--- src/rtl/seven_seg_pkg.sv ---
// Shared constants and types for the seven-segment scanner.
// Segment patterns are active-low, ordered {g,f,e,d,c,b,a}.
package seven_seg_pkg;

  localparam int NUM_DIGITS = 8;

  typedef logic [6:0] seg_t;

  localparam seg_t SEG_DIGIT [0:9] = '{
    7'h40, 7'h79, 7'h24, 7'h30, 7'h19,
    7'h12, 7'h02, 7'h78, 7'h00, 7'h10
  };

  localparam seg_t SEG_DASH  = 7'h3F;
  localparam seg_t SEG_BLANK = 7'h7F;

endpackage

--- src/rtl/bcd_to_seg.sv ---
// Combinational BCD nibble to active-low segment decoder.
// Nibbles A-F are not valid BCD and show a dash.
module bcd_to_seg
  import seven_seg_pkg::*;
(
  input  logic [3:0] nibble,
  output seg_t       seg
);

  // Table lookup; anything outside 0-9 falls through to the dash.
  always_comb begin
    seg = SEG_DASH;
    case (nibble)
      4'd0: seg = SEG_DIGIT[0];
      4'd1: seg = SEG_DIGIT[1];
      4'd2: seg = SEG_DIGIT[2];
      4'd3: seg = SEG_DIGIT[3];
      4'd4: seg = SEG_DIGIT[4];
      4'd5: seg = SEG_DIGIT[5];
      4'd6: seg = SEG_DIGIT[6];
      4'd7: seg = SEG_DIGIT[7];
      4'd8: seg = SEG_DIGIT[8];
      4'd9: seg = SEG_DIGIT[9];
      default: seg = SEG_DASH;
    endcase
  end

endmodule

--- src/rtl/seven_seg_scanner.sv ---
// Time-multiplexed driver for an 8-digit common-anode seven-segment display.
// A snapshot of the packed BCD word is taken once per frame (and right after
// reset) so the counter can advance mid-scan without tearing the frame.
// Optional build macro: LEADING_ZERO_BLANK_EN blanks zero digits above the
// most significant nonzero digit (digit 0 is always shown).
module seven_seg_scanner
  import seven_seg_pkg::*;
#(
  parameter int                    SCAN_DIV = 1000,
  parameter logic [NUM_DIGITS-1:0] DP_MASK  = 8'b0101_0100
) (
  input  logic                  clk,
  input  logic                  reset,
  input  logic [31:0]           data,
  output logic [NUM_DIGITS-1:0] an,
  output seg_t                  seg,
  output logic                  dp
);

  localparam int            PW      = $clog2(SCAN_DIV);
  localparam logic [PW-1:0] PRE_MAX = PW'(SCAN_DIV - 1);

  logic [PW-1:0] prescaler;
  logic [2:0]    digit_idx;
  logic [31:0]   snapshot;
  logic          load_pending;
  logic          tick;
  logic          load;
  logic [3:0]    nibble;
  seg_t          digit_seg;
  seg_t          seg_next;

  assign tick   = (prescaler == PRE_MAX);
  // Reload at the frame boundary, or immediately after reset release.
  assign load   = load_pending | (tick & (digit_idx == 3'd7));
  assign nibble = snapshot[{digit_idx, 2'b00} +: 4];

  bcd_to_seg u_dec (
    .nibble (nibble),
    .seg    (digit_seg)
  );

`ifdef LEADING_ZERO_BLANK_EN
  logic [NUM_DIGITS-1:0] blank;
  logic                  zero_run;

  // A digit is blank when it and every digit above it are zero.
  always_comb begin
    blank    = '0;
    zero_run = 1'b1;
    for (int i = NUM_DIGITS - 1; i >= 1; i--) begin
      zero_run = zero_run & (snapshot[i*4 +: 4] == 4'd0);
      blank[i] = zero_run;
    end
  end

  assign seg_next = blank[digit_idx] ? SEG_BLANK : digit_seg;
`else
  assign seg_next = digit_seg;
`endif

  // Slot prescaler: one tick every SCAN_DIV clocks.
  always_ff @(posedge clk) begin
    if (reset)     prescaler <= '0;
    else if (tick) prescaler <= '0;
    else           prescaler <= prescaler + 1'b1;
  end

  // Digit pointer advances once per slot and wraps 7 -> 0 naturally.
  always_ff @(posedge clk) begin
    if (reset)     digit_idx <= 3'd0;
    else if (tick) digit_idx <= digit_idx + 3'd1;
  end

  // Frame snapshot of the BCD word.
  always_ff @(posedge clk) begin
    if (reset) begin
      snapshot     <= 32'h0;
      load_pending <= 1'b1;
    end else if (load) begin
      snapshot     <= data;
      load_pending <= 1'b0;
    end
  end

  // Registered display outputs, one clock behind digit_idx.
  always_ff @(posedge clk) begin
    if (reset) begin
      an  <= 8'hFF;
      seg <= SEG_BLANK;
      dp  <= 1'b1;
    end else begin
      an  <= ~(8'b1 << digit_idx);
      seg <= seg_next;
      dp  <= ~DP_MASK[digit_idx];
    end
  end

endmodule

--- config.mk ---
export PLATFORM = sky130hd
export DESIGN_NAME = seven_seg_scanner
export DESIGN_NICKNAME = d
export VERILOG_FILES = /design/src/rtl/seven_seg_pkg.sv /design/src/rtl/bcd_to_seg.sv /design/src/rtl/seven_seg_scanner.sv
export SDC_FILE = /design/constraint.sdc
export NUM_CORES = 1
export LEC_CHECK = 0
export ABC_CLOCK_PERIOD_IN_PS = 2300
export BUFFER_PORTS_ARGS = -buffer_cell sky130_fd_sc_hd__buf_2
export CAP_MARGIN = 30
export CORE_UTILIZATION = 37
export DETAILED_ROUTE_END_ITERATION = 6
export HOLD_SLACK_MARGIN = 0.06
export SETUP_SLACK_MARGIN = 0.1
export SLEW_MARGIN = 20
export SYNTH_ARGS = -nofsm -noshare
export SYNTH_HDL_FRONTEND = slang
export SYNTH_SLANG_ARGS = --single-unit
--- constraint.sdc ---
create_clock -name clk -period 2.3 [get_ports clk]
set_input_delay 0.115 -clock clk [delete_from_list [all_inputs] [get_ports clk]]
set_output_delay 0.115 -clock clk [all_outputs]
set_load 0.05 [all_outputs]
==> results of run 1 <==
==> registers in the layout (all words and copies together), names as in the netlist, named ones only <==
signal,flops
seg,7
an,8
digit_idx,3
prescaler,10
snapshot,32
dp,1
load_pending,1
==> repair_timing <==
| action | 4_1_cts | 5_1_grt |
|---|---|---|
| buffers inserted | 0 | 0 |
| hold endpoints to repair | 32 | 0 |
| setup endpoints to repair | 0 | 7 |
| resized for setup | 0 | 1 |
| hold buffers | 32 | 0 |
==> layout by cell type (no fill, tap or decap), types with 2 or more instances in the layout <==
cell type and count:
buf_12 2, xnor2_1 7, nand3_1 4, a21oi_1 34, buf_4 5, mux4_1 6, dfxtp_1 62, mux2_4 2
o21ai_1 2, clkinv_1 2, buf_2 49, clkinv_2 2, clkbuf_8 9, mux4_2 2, clkinvlp_4 2, nor3_1 2
ha_1 12, mux2i_1 6, inv_1 6, nand2_1 79, dlygate4sd3_1 32, mux2_2 3, nor2_1 23, a22oi_1 2
o21ai_0 3, a32oi_1 2, xor2_1 2
==> through the flow <==
stage          instance area (um^2)  total power [mW]  utilization, %  worst slack [ns]
2_1_floorplan                  2620              1.34               -             0.286
3_3_place_gp                   3010              1.42            44.1             0.192
3_5_place_dp                   3010              1.42            44.1             0.117
4_1_cts                        3530              2.41            51.6             0.107
5_1_grt                        3530              2.50            51.6             0.107
6_report                       3530              2.37            51.6             0.224
==> power groups by stage <==
stage / clock network, mW / logic (mW) / registers [mW]
4_1_cts: 0.975 / 0.272 / 1.16
3_5_place_dp: 0 / 0.230 / 1.19
6_report: 0.939 / 0.272 / 1.16
2_1_floorplan: 0 / 0.113 / 1.23
5_1_grt: 1.03 / 0.299 / 1.17
3_3_place_gp: 0 / 0.227 / 1.19
==> critical path, stage by stage, from the launching register on <==
cell     delay (ns)
dfxtp_2        0.43
mux4_1         0.57
mux2_2         0.36
inv_1          0.12
ha_1           0.26
a21oi_1        0.13
o21ai_0        0.08
==> cells by family (layout without fill, tap and decap cells) <==
kind of cell    count (synthesis)  count (layout)  share of synthesized area (%)
compound gates                 46              46                           9.68
xor+xnor                        9               9                           3.00
buf+inv                        23             112                           3.58
fa+ha+maj                      12              12                           5.72
mux                            19              19                           12.4
simple gates                  113             113                           17.5
flops                          63              63                           48.1
==> worst paths after layout <==
kind,to,slack (ns),start,depth (start not counted)
max,seg[1]$_SDFF_PP1_,0.22,digit_idx[0]$_SDFFE_PP0N_,6
min,snapshot[22]$_SDFFE_PP0P_,0.21,reset,2
max reg2reg,seg[1]$_SDFF_PP1_,0.22,digit_idx[0]$_SDFFE_PP0N_,6
min reg2reg,dp$_SDFF_PP1_,0.37,flop,1
==> area by class of cell <==
cell class	instances	share of cell area, %
Multi-Input combinational cell	199	36.2
Clock inverter	7	2.06
Clock buffer	9	3.51
Sequential cell	63	35.8
Tap cell	96	3.40
Timing Repair Buffer	88	18.2
Inverter	8	0.851
==> layer usage <==
| layer | part of all wire [%] | GRT usage, % | vias up |
|---|---|---|---|
| li1 | - | - | 1133 |
| met1 | 49 | 21.2 | 993 |
| met2 | 46 | 25.2 | 52 |
| met3 | 4.4 | 5.43 | 5 |
| met4 | 1.1 | 9.09 | 0 |
| met5 | 0 | 0 | - |
==> results_dict.tcl, run 1 <==
set metrics [dict create \
    die_h_um 86.2 \
    end_kind "flop" \
    drt_iter0_markers 72 \
    stdcell_count 470 \
    ys_top_cells_by_count "nand2_1, dfxtp_1, a21oi_1" \
    cp_max_fo 8 \
    io_pins 50 \
    start_util_pct 38.4 \
    max_freq_mhz 482 \
    synthCells 285 \
    syn-cell-area_um2 2620 \
    area_growth_pct 34.5 \
    routed_wl_um 5490 \
    synth_seq_cells 63 \
    max-slew-margin-rel_pct 70.6 \
    regArea_um2 1260 \
    power.switching_uw 608 \
    worstMarginPinSlew_ns 0.440 \
    hold_class "in -> reg" \
    synth_largest_area_cell "dfxtp_1" \
    wl_per_cell_um 11.7 \
    vias 2183 \
    hold_viol 0 \
    cts-buffers-inserted 9 \
    insertion_delay_ns 0.34 \
    synthDistinctLibCells 30 \
    finalCritPeriodShare_pct 90.3 \
    synthFlopType "dfxtp_1" \
    multi_input_area_um2 1280 \
    slew_violations 0 \
    ir_drop_uv 373 \
    core-area_um2 6830 \
    port_buffers 49 \
    rsz0062_at_grt "false" \
    clock-sinks 63 \
    pwr-share-comb_pct 11.4 \
    cts_htree_levels 3 \
    globalplace.congestion 0.784 \
    yosys_warnings 0 \
    crit_type "reg -> reg" \
    cts-root-buf "clkbuf_8" \
    fin_skew_ns 0.00906 \
    ant_nets 0 \
    grt_pass1_wl_um 9360 \
    finalSetupTns_ns 0 \
    grt.total_usage_pct 16.7 \
    synth.area.top_cells "dfxtp_1, nand2_1, a21oi_1, mux4_1, ha_1" \
    power_density_nw_per_um2 673 \
    syn_area_per_cell_um2 9.21 \
    synth.most_common_cell "nand2_1" \
    yosysTopAreaCellShare_pct 48.1 \
    synth-async-reset-ratio_pct 0 \
    crit_required_ns 2.52 \
    syn-num-nets 331 \
    synth_edf_count 0 \
    antenna_found_initial 0 \
    grt_remaining_overflow 0 \
    drive_above_1_share_pct 22.2 \
    hpwl_um 3650 \
    hold_ws_ns 0.215 \
    clockBufferDepth 2 \
    nNetsFinal 415 \
    status "finished, final reports clean" \
    arrival_ns 2.29 \
    drc 0 \
    ys_seq_area_share_pct 48.1 \
    viasPerCell 4.64 \
    fillers 673 \
    maxCapViolations 0 \
    first_pass_iters 4 \
    cts_tree "done" \
    switching_share_pct 25.6 \
    start_kind "flop" \
    dp_cells 422 \
    grt_pass1_vias 2038 \
    rows 30 \
    setup_violations 0 \
    grt_max_degree 33 \
    die_w_um 86.2 \
    p_leak_nw 1.50 \
    p_int_mw 1.77 \
    die-area_um2 7430 \
    p_clk_share_pct 39.6 \
    seq_power_share_pct 49.0 \
    n_antenna_cell 0 \
    fin_crit_ns 2.08 \
    path_clk_slew_ns 0.07 \
]
Power figures use the tool's default switching activity.
==> run 2: changes to the inputs <==
ABC_CLOCK_PERIOD_IN_PS = 2400   (was 2300)
GPL_TIMING_DRIVEN = 0   (was not set)
clock period = 2.4 ns   (was 2.3 ns; I/O delays follow)
==> run 2 against run 1 <==
  * First-iteration DRC count fell by 1.4%
  * Design area grew 0.60%
  * Highest routed layer unchanged
  * Critical endpoint unchanged
  * Largest cell class unchanged
  * Global-route usage up 0.70 points
==> results_dict.tcl, run 2 (synthesis results as in run 1) <==
set metrics [dict create \
    p_leak_nw 1.50 \
    hold_start "reset" \
    antenna_found_initial 0 \
    area_growth_pct 35.3 \
    cp_max_fo 8 \
    final_core_util_pct 52.0 \
    drt_iter0_markers 71 \
    drc 0 \
    end_kind "flop" \
    worstMarginPinSlew_ns 0.562 \
    stdcell_count 479 \
    globalplace.congestion 0.768 \
    routed_wl_um 5870 \
    hpwl_um 3960 \
    grt_pass1_wl_um 9670 \
    die_h_um 86.2 \
    holdPathStages 2 \
    hold_class "in -> reg" \
    n_antenna_cell 0 \
    cts-root-buf "clkbuf_8" \
    worst_slack_ns 0.261 \
    slew_violations 0 \
    grt_pass1_vias 2131 \
    status "finished, final reports clean" \
    ant_nets 0 \
    core-area_um2 6830 \
    pre_cts_ws_ns -0.0623 \
    fin_area_um2 3550 \
    fin_skew_ns 0.00917 \
    arrival_ns 2.35 \
    first_pass_iters 4 \
    crit_required_ns 2.61 \
    layout_common_cells "nand2_1, dfxtp_1, buf_2, a21oi_1, dlygate4sd3_1" \
    start_util_pct 38.4 \
    insertion_delay_ns 0.34 \
    cts-buffers-inserted 9 \
    finalSetupTns_ns 0 \
    io_pins 50 \
    dp_cells 429 \
    cts_htree_levels 3 \
    grt.total_usage_pct 17.4 \
    reg2reg_to "seg[1]$_SDFF_PP1_" \
    port_buffers 48 \
    reg2reg_slack_ns 0.26 \
    grt_max_degree 12 \
    rsz0062_at_grt "false" \
    regMostFlops "snapshot" \
    worstRegToRegCells 7 \
    fillers 652 \
    fin_crit_ns 2.14 \
    viasPerCell 4.66 \
    max_freq_mhz 467 \
    dpl_cell_area_um2 2980 \
    final_common_cell "nand2_1" \
    nNetsFinal 424 \
    whs_endpoint "load_pending$_SDFFE_PP1P_" \
    start_kind "flop" \
    setup_violations 0 \
    drive_above_1_share_pct 20.1 \
    finalCritPeriodShare_pct 89.1 \
    p_total_mw 2.36 \
    top_regs "snapshot (32), prescaler (10), an (8)" \
    die_w_um 86.2 \
    maxCapViolations 0 \
    hold_ws_ns 0.140 \
    clockBufferDepth 2 \
    ir_drop_uv 368 \
    rows 30 \
    die-area_um2 7430 \
    largest_reg_flops 32 \
    hold_viol 0 \
    cts_tree "done" \
    r2r-start "digit_idx[0]$_SDFFE_PP0N_" \
    crit_type "reg -> reg" \
    grt_remaining_overflow 0 \
    power_density_nw_per_um2 664 \
    vias 2231 \
    clock-sinks 63 \
    max-slew-margin-rel_pct 62.5 \
    path_clk_slew_ns 0.07 \
    wl_per_cell_um 12.3 \
]
[run 2: changes by cell type in the layout (fill, tap and decap cells not counted), sizes merged]
cell    change
clkinv      -1
buf         -5
clkbuf     +15
inv         -1
bufinv      +1
[run 2: critical path: stages (launching register included)]
cell and delay [ns]:
dfxtp_1 0.38, buf_6 0.16, mux4_1 0.55, mux2_4 0.33, inv_1 0.12, ha_1 0.25
a21oi_1 0.13, o21ai_0 0.08
[run 2: routing by layer]
metal  track usage [%]  wire (um)  vias up
li1                  -          -     1145
met1              21.5       2770     1031
met2              28.2       2810       47
met3              4.95        226        8
met4              8.03         70        0
met5                 0          0        -
[run 2: worst max path at each step]
stage	startpoint	cells after the start	end
after floorplan	digit_idx[0]$_SDFFE_PP0N_	7	seg[1]$_SDFF_PP1_
after global placement	digit_idx[1]$_SDFFE_PP0N_	7	seg[0]$_SDFF_PP1_
after detailed placement	digit_idx[1]$_SDFFE_PP0N_	7	seg[0]$_SDFF_PP1_
after CTS	digit_idx[0]$_SDFFE_PP0N_	7	seg[0]$_SDFF_PP1_
after global routing	digit_idx[0]$_SDFFE_PP0N_	7	seg[1]$_SDFF_PP1_
final	digit_idx[0]$_SDFFE_PP0N_	7	seg[1]$_SDFF_PP1_
[run 2: area by class of cell]
class                   count  area, um^2  area share (%)
inverters                   8        30.0           0.846
flip-flops and latches     63        1260            35.5
well taps                  96         120            3.38
repair buffers             82         576            16.2
multi-input cells         199        1280            36.2
clock buffers              10         128            3.60
clock inverters             6        85.1            2.40
plain buffers              15        65.1            1.83
[run 2: repair_timing]
action	CTS	global route
buffers inserted	0	2
hold buffers	32	0
endpoints found under the hold margin	32	0
resized for setup	2	2
endpoints found under the setup margin	6	5
cloned	0	0
[run 2: power by group]
part / switching (mW) / total [mW] / internal (mW) / leakage, nW
Clock: 0.401 / 0.981 / 0.581 / 0.102
Sequential: 0.0203 / 1.11 / 1.09 / 0.518
Combinational: 0.147 / 0.262 / 0.115 / 0.876
Total: 0.567 / 2.36 / 1.79 / 1.50
